[src/rtl/parity_frame_rx.sv]
// parity_frame_rx: receive end of the XOR-parity serial link.
// Deserialises start | DATA_W data bits (LSB first) | parity | stop frames,
// checks parity and presents each word on a valid/ready output.
// Flags parity, framing and overrun errors.
// Optional feature: define PARITY_RX_ERR_CNT_EN to add the err_cnt[7:0] output.
module parity_frame_rx #(
  parameter int unsigned DATA_W     = 8,
  parameter bit          ODD_PARITY = 1'b0
) (
  input  logic              clk,
  input  logic              rst_n,
  input  logic              in,
  input  logic              in_valid,
  output logic [DATA_W-1:0] out,
  output logic              out_valid,
  input  logic              out_ready,
  output logic              parity_err,
  output logic              frame_err,
  output logic              overrun
`ifdef PARITY_RX_ERR_CNT_EN
  ,
  output logic [7:0]        err_cnt
`endif
);

  localparam int unsigned CW = $clog2(DATA_W + 1);
  localparam logic [CW-1:0] LAST = CW'(DATA_W - 1);

  typedef enum logic [1:0] {
    IDLE,
    DATA,
    PARITY,
    STOP
  } state_t;

  state_t            state, state_nxt;
  logic [CW-1:0]     bit_cnt;
  logic [DATA_W-1:0] shift;
  logic              acc;

  logic              stop_strobe;
  logic              load;
  logic              drop;
  logic              ferr;
  logic              perr_new;

  // State register.
  always_ff @(posedge clk or negedge rst_n) begin
    if (!rst_n) state <= IDLE;
    else        state <= state_nxt;
  end

  // Next-state logic; the FSM moves only on bit strobes.
  always_comb begin
    state_nxt = state;
    if (in_valid) begin
      unique case (state)
        IDLE:    if (!in) state_nxt = DATA;
        DATA:    if (bit_cnt == LAST) state_nxt = PARITY;
        PARITY:  state_nxt = STOP;
        STOP:    state_nxt = IDLE;
        default: state_nxt = IDLE;
      endcase
    end
  end

  // Frame-completion decode: deliver, drop (overrun) or reject (framing).
  always_comb begin
    stop_strobe = (state == STOP) && in_valid;
    load        = stop_strobe && in && (!out_valid || out_ready);
    drop        = stop_strobe && in && out_valid && !out_ready;
    ferr        = stop_strobe && !in;
    perr_new    = (acc != ODD_PARITY);
  end

  // Deserialiser: bits enter at the MSB and shift right, so after DATA_W
  // strobes the first (LSB) bit sits at position 0 -- same as shift[bit_cnt]=in.
  always_ff @(posedge clk or negedge rst_n) begin
    if (!rst_n) begin
      bit_cnt <= '0;
      acc     <= 1'b0;
      shift   <= '0;
    end else if (in_valid) begin
      unique case (state)
        IDLE: begin
          if (!in) begin
            bit_cnt <= '0;
            acc     <= 1'b0;
          end
        end
        DATA: begin
          shift   <= (shift >> 1) | (DATA_W'(in) << (DATA_W - 1));
          acc     <= acc ^ in;
          bit_cnt <= bit_cnt + CW'(1);
        end
        PARITY:  acc <= acc ^ in;
        default: ;
      endcase
    end
  end

  // Output register and valid/ready handshake; error pulses last one cycle.
  always_ff @(posedge clk or negedge rst_n) begin
    if (!rst_n) begin
      out        <= '0;
      out_valid  <= 1'b0;
      parity_err <= 1'b0;
      frame_err  <= 1'b0;
      overrun    <= 1'b0;
    end else begin
      frame_err <= ferr;
      overrun   <= drop;
      if (load) begin
        out        <= shift;
        parity_err <= perr_new;
        out_valid  <= 1'b1;
      end else if (out_ready) begin
        out_valid  <= 1'b0;
      end
    end
  end

`ifdef PARITY_RX_ERR_CNT_EN
  // Saturating error counter; the three events are mutually exclusive per frame.
  always_ff @(posedge clk or negedge rst_n) begin
    if (!rst_n) begin
      err_cnt <= '0;
    end else if (((load && perr_new) || ferr || drop) && (err_cnt != '1)) begin
      err_cnt <= err_cnt + 8'd1;
    end
  end
`endif

endmodule

[config.mk]
export PLATFORM = sky130hd
export DESIGN_NAME = parity_frame_rx
export DESIGN_NICKNAME = d
export VERILOG_FILES = /design/src/rtl/parity_frame_rx.sv
export SDC_FILE = /design/constraint.sdc
export NUM_CORES = 1
export LEC_CHECK = 0
export BUFFER_PORTS_ARGS = -buffer_cell sky130_fd_sc_hd__buf_2
export CAP_MARGIN = 20
export CELL_PAD_IN_SITES_DETAIL_PLACEMENT = 1
export CELL_PAD_IN_SITES_GLOBAL_PLACEMENT = 1
export CORE_MARGIN = 2
export CORE_UTILIZATION = 47
export CTS_BUF_LIST = sky130_fd_sc_hd__clkbuf_4 sky130_fd_sc_hd__clkbuf_8
export DETAILED_ROUTE_END_ITERATION = 7
export GPL_ROUTABILITY_DRIVEN = 0
export PLACE_DENSITY = 0.77
export REMOVE_ABC_BUFFERS = 1
export SETUP_SLACK_MARGIN = 0.15
export SLEW_MARGIN = 20
export SYNTH_ARGS = -nofsm -noshare
export SYNTH_HDL_FRONTEND = slang
export SYNTH_SLANG_ARGS = --single-unit
[constraint.sdc]
create_clock -name clk -period 2.1 [get_ports clk]
set_clock_uncertainty 0.1 [all_clocks]
set_input_delay 0.42 -clock clk [delete_from_list [all_inputs] [get_ports clk]]
set_output_delay 0.42 -clock clk [all_outputs]
set_load 0.02 [all_outputs]
==> impl_metrics.py, run 1 <==
metrics = {
    "outcome": {
        "status": "complete, no violations",
    },
    "sta": {
        "layout_setup_ws_ns": 0.347,
        "rsz0062_at_grt": "false",
        "setup_viol": 0,
        "setup_tns_ns": 0,
        "finalHoldViolCount": 0,
        "slew_headroom_pct": 60.2,
        "drv_slew": 0,
        "whs_ns": 0.262,
        "fmax_ghz": 0.571,
        "period_needed_ns": 1.75,
        "period_share_pct": 83.5,
        "worstMarginPinSlew_ns": 0.597,
    },
    "global_routing": {
        "grt_use_total_pct": 17.4,
        "grt_pass1_wl_mm": 3.59,
        "grt_antenna_before_repair": 0,
        "grt_pass1_vias": 801,
        "use_met3_pct": 2.46,
        "grt-busiest-layer": "met2",
        "grt_overflow": 0,
        "grt_max_degree": 28,
        "use_met1_pct": 21.6,
        "grt_use_met2_pct": 30.1,
    },
    "critical_path": {
        "worstPathMaxFanout": 7,
        "worstSetupStartpointType": "flip-flop",
        "worstPathArrival_ns": 1.88,
        "cp-end-kind": "flip-flop",
        "slowest_delay_ns": 0.43,
        "crit_required_ns": 2.22,
        "crit_type": "flip-flop to flip-flop",
        "critPathTopFamily": "compound AO/OA/AOI/OAI gates",
        "rr_startpoint": "state[1]",
        "cp_cell_sequence": "inv_1, ha_1, a21bo_2, a21oi_2, mux2_1",
        "cp_slowest_cell": "dfrtp_1",
        "path_buf_inv": 1,
        "cp-startpoint": "state[1]",
    },
    "clock_tree": {
        "clk_latency_ns": 0.32,
        "hold_buffers": 1,
        "cts_tree": "yes",
        "clk_pin_slew_ns": 0.15,
        "numCtsBuffers": 3,
        "cts_resized": 0,
        "htreeDepth": 1,
        "cts_buffer_depth": 2,
        "cts-root-buf": "clkbuf_4",
        "cts_setup_buffers": 0,
        "cts_num_sinks": 27,
    },
    "placement": {
        "hpwl_mm": 1.67,
        "placedInstanceArea_um2": 1310,
        "io_buffers": 16,
        "dp_slack_ns": 0.361,
    },
    "final_layout": {
        "drive_gt1_share_pct": 29.5,
        "area_delta_synth_final_pct": 13.2,
        "regArea_um2": 676,
        "fin_area_um2": 1350,
        "fin_nets": 123,
        "multi_input_area_um2": 493,
        "diodes": 0,
        "n_fill_cell": 266,
    },
    "routing": {
        "drtIter0Drc": 7,
        "ant_nets": 0,
        "via_per_inst": 5.37,
        "finalWirelength_mm": 2.22,
        "via_count": 762,
        "drt_pass1_iterations": 4,
        "drc": 0,
        "wl_per_cell_um": 15.6,
    },
    "min_path": {
        "hp-start": "in",
        "hold_path.class": "input port to flip-flop",
    },
    "power": {
        "leakagePower_nw": 0.656,
        "p_total_mw": 1.89,
        "power.density_nw_per_um2": 1400,
        "peakVddDrop_uv": 693,
    },
    "floorplanning": {
        "dieWidth_um": 54.4,
        "std_cell_rows": 18,
        "ios": 17,
        "start_util_pct": 49.0,
        "dieHeight_um": 54.4,
        "coreArea_um2": 2430,
        "dieArea_um2": 2960,
    },
    "yosys": {
        "syn_inst": 91,
        "ys_async_sr_fraction_pct": 100,
        "postSynthAreaPerCell_um2": 13.1,
        "ys_ff_latch": 27,
        "ys.flop_type": "dfrtp_1",
        "yosys_warnings": 0,
        "ys_seq_area_share_pct": 56.7,
        "netlist_area_um2": 1190,
        "synth_edf_count": 0,
        "ys_types": 27,
    },
    "run": {
        "drv_cap": 0,
    },
}
## layer usage
| metal | part of all wire [%] | routed length [µm] | vias up |
|---|---|---|---|
| met5 | 0 | 0 | - |
| met4 | 1.8 | 40 | 0 |
| li1 | - | - | 362 |
| met2 | 49 | 1100 | 14 |
| met1 | 46 | 1020 | 382 |
| met3 | 3.0 | 66 | 4 |
## final cells by class
| class | instances | area share (%) |
|---|---|---|
| Clock buffer | 3 | 1.67 |
| Clock inverter | 1 | 0.371 |
| Inverter | 3 | 0.834 |
| Multi-Input combinational cell | 59 | 36.5 |
| Sequential cell | 27 | 50.0 |
| Tap cell | 30 | 2.78 |
| Timing Repair Buffer | 19 | 7.79 |
## path summary, 6_finish.rpt
path	end	slack (ns)	cells after the start
max reg2reg	state[1]	0.35	5
max	state[1]	0.35	5
min in group asynchronous	out[4]	0.52	2
max in group asynchronous	shift[6]	0.99	2
min	frame_err	0.26	2
min reg2reg	out[1]	0.40	1
## cells by family after synthesis
group	Yosys count	share of synthesized area, %
mux	19	17.8
fa+ha+maj	5	5.25
compound gates	12	7.35
simple gates	23	10.9
buf+inv	5	1.99
flops	27	56.7
## flip-flops by register name, indices dropped and copies added, names as in the netlist
| register | cells |
|---|---|
| overrun | 1 |
| state | 2 |
| bit_cnt | 4 |
| frame_err | 1 |
| parity_err | 1 |
| shift | 8 |
| acc | 1 |
| out | 8 |
| out_valid | 1 |
## power by group
part	internal, mW	switching (mW)
sequential	0.747	0.155
clock	0.0714	0.153
combinational	0.356	0.409
total	1.18	0.717
## cells in the mapped netlist (all sizes together), types with 2 or more instances
cell,instances,area (µm²)
mux2,18,203
nand2b,3,18.8
dfrtp,27,676
ha,5,62.6
nor2b,2,12.5
buf,2,12.5
inv,3,11.3
nand3,2,15.0
o21ai,5,25.0
nand2,7,26.3
nor2,4,15.0
## cells in the final DEF, fill, tap and decap left out, drive strengths merged
cell type | synthesis | layout
nand4 | 1 | 1
o211ai | 1 | 1
mux2i | 1 | 1
nor2 | 4 | 4
a22o | 1 | 1
ha | 5 | 5
a21oi | 1 | 1
clkinv | 0 | 1
a21boi | 1 | 1
nand2 | 7 | 7
clkbuf | 0 | 3
nand2b | 3 | 3
inv | 3 | 3
nor2b | 2 | 2
a221o | 1 | 1
buf | 2 | 18
nand3 | 2 | 2
mux2 | 18 | 18
o21ai | 5 | 5
nand3b | 1 | 1
nor4bb | 1 | 1
a32o | 1 | 1
and3b | 1 | 1
a21bo | 1 | 1
and4b | 1 | 1
dlygate4sd3 | 0 | 1
dfrtp | 27 | 27
## per-stage QoR
step,instances,utilization (%)
2_1_floorplan,89,-
3_3_place_gp,137,54.0
3_5_place_dp,137,54.0
4_1_cts,142,55.5
5_1_grt,142,55.5
6_report,142,55.5
Power figures use the tool's default switching activity.
==> inputs of run 2 (changes only) <==
- CORE_ASPECT_RATIO: default -> 2
- CORE_UTILIZATION: 47 -> 42
- PLACE_DENSITY: 0.77 -> 0.73
- clock period: 2.1 -> 1.5 ns (I/O delays scaled with it)
==> run 2 against run 1 <==
  * The run now ends with setup timing left
  * Flip-flop and latch count did not move
  * Register-to-register slack got worse by 0.38 ns
  * Via count up 14%
  * Worst setup slack got worse by 0.38 ns
  * Final area increased by 23%
  * Routed wire length is 35% higher
  * Critical path type unchanged
==> impl_metrics.py, run 2 (same netlist as run 1, synthesis figures left out) <==
metrics = {
    "floorplanning": {
        "dieWidth_um": 41.7,
        "start_util_pct": 43.6,
        "dieHeight_um": 79.4,
        "ios": 17,
        "std_cell_rows": 27,
        "dieArea_um2": 3310,
        "coreArea_um2": 2740,
    },
    "outcome": {
        "status": "finished with violations",
        "violations": "setup timing",
    },
    "clock_tree": {
        "cts_buffer_depth": 2,
        "clk_pin_slew_ns": 0.09,
        "cts-root-buf": "clkbuf_8",
        "clk_latency_ns": 0.27,
        "cts_num_sinks": 27,
        "htreeDepth": 1,
        "cts_tree": "yes",
        "numCtsBuffers": 3,
    },
    "critical_path": {
        "cp-startpoint": "state[1]",
        "crit_required_ns": 1.56,
        "cp_slowest_cell": "dfrtp_2",
        "worstSetupStartpointType": "flip-flop",
        "worstPathMaxFanout": 5,
        "crit_type": "flip-flop to flip-flop",
        "cp-end-kind": "flip-flop",
        "slowest_delay_ns": 0.42,
        "rr_startpoint": "state[1]",
        "cp_cell_sequence": "ha_4, nand3_4, nor2b_4, buf_6, mux2_4",
        "worstPathArrival_ns": 1.60,
    },
    "min_path": {
        "hp-start": "out_ready",
        "hold_path.class": "input port to flip-flop",
    },
    "final_layout": {
        "reg_top3": "out x8, shift x8, bit_cnt x4",
        "multi_input_area_um2": 624,
        "regArea_um2": 678,
        "fin_cells": 158,
        "area_delta_synth_final_pct": 38.8,
        "drive_gt1_share_pct": 60.5,
        "fin_nets": 140,
        "n_fill_cell": 269,
        "diodes": 0,
        "layout_common_cells": "dfrtp_1, buf_2, buf_4",
        "final_common_cell": "dfrtp_1",
    },
    "placement": {
        "placed_cells": 149,
        "io_buffers": 16,
        "hpwl_mm": 2.01,
    },
    "routing": {
        "via_per_inst": 5.52,
        "ant_nets": 0,
        "drtIter0Drc": 7,
        "drc": 0,
        "wl_per_cell_um": 18.9,
        "via_count": 872,
        "drt_pass1_iterations": 4,
        "finalWirelength_mm": 2.99,
    },
    "sta": {
        "whs_ns": 0.255,
        "finalHoldViolCount": 0,
        "period_needed_ns": 1.54,
        "setup_viol": 10,
        "fmax_ghz": 0.651,
        "period_share_pct": 102,
        "rsz0062_at_grt": "true",
        "layout_setup_ws_ns": -0.0365,
        "drv_slew": 0,
        "worstMarginPinSlew_ns": 0.602,
        "slew_headroom_pct": 59.8,
    },
    "power": {
        "p_total_mw": 3.53,
        "power.density_nw_per_um2": 2130,
        "peakVddDrop_uv": 946,
        "leakagePower_nw": 0.802,
    },
    "global_routing": {
        "grt_use_total_pct": 19.7,
        "grt_pass1_wl_mm": 4.91,
        "grt_pass1_vias": 1007,
        "grt_overflow": 0,
        "grt_max_degree": 28,
        "grt_antenna_before_repair": 0,
    },
    "run": {
        "drv_cap": 0,
    },
}
==> run 2: changes by cell type in the layout (fill, tap and decap cells not counted), sizes merged <==
cell,delta
clkinv,-1
clkbuf,+1
buf,+17
==> run 2: path summary, 6_finish.rpt <==
check / to / slack, ns / cells past startpoint
worst min register to register: out[2] / 0.41 / 1
worst max register to register: out[3] / -0.04 / 5
min in group asynchronous: shift[6] / 0.46 / 2
worst max-delay path: out[3] / -0.04 / 5
worst min-delay path: overrun / 0.26 / 3
max in group asynchronous: state[1] / 0.41 / 2
==> run 2: area by class of cell <==
class / instances / share of cell area [%]
Sequential cell: 27 / 41.0
Multi-Input combinational cell: 59 / 37.7
Timing Repair Buffer: 36 / 15.5
Clock buffer: 4 / 2.95
Tap cell: 29 / 2.19
Inverter: 3 / 0.680
==> run 2: per-stage QoR <==
| step | area [µm²] | setup TNS [ns] | util (%) | setup WS (ns) |
|---|---|---|---|---|
| floorplan | 1180 | -1.90 | - | -0.201 |
| global placement | 1420 | -0.0314 | 51.9 | -0.0148 |
| detailed placement | 1420 | -0.764 | 51.9 | -0.0913 |
| CTS | 1640 | -0.322 | 60.0 | -0.0484 |
| global route | 1660 | -0.526 | 60.5 | -0.0635 |
| finish | 1660 | -0.155 | 60.5 | -0.0365 |
==> run 2: power breakdown <==
| group | leakage, nW | internal [mW] | switching [mW] |
|---|---|---|---|
| logic | 0.442 | 0.978 | 0.815 |
| registers | 0.333 | 1.06 | 0.248 |
| clock network | 0.0262 | 0.209 | 0.223 |
==> run 2: routing by layer <==
layer  vias to the layer above  GRT usage [%]  share of wire [%]
met5                         -              0                  0
met4                         0           8.39                3.0
met3                        10           2.73                2.9
met2                        26           38.1                 59
met1                       442           20.0                 35
li1                        394              -                  -
==> run 2: repair_timing <==
item | in CTS | in global routing
endpoints found under the hold margin | 27 | 0
cloned | 1 | 0
endpoints found under the setup margin | 24 | 24
hold buffers | 1 | 0
gates resized for setup | 42 | 3
buffers inserted | 2 | 1
pin swaps | 8 | 1
==> run 2: worst max-delay path: cells and delay by family (launching register included) <==
family        cells  cell delay, ns
mux               1            0.31
flops             1            0.42
fa+ha+maj         1            0.17
buf+inv           1            0.16
simple gates      2            0.26
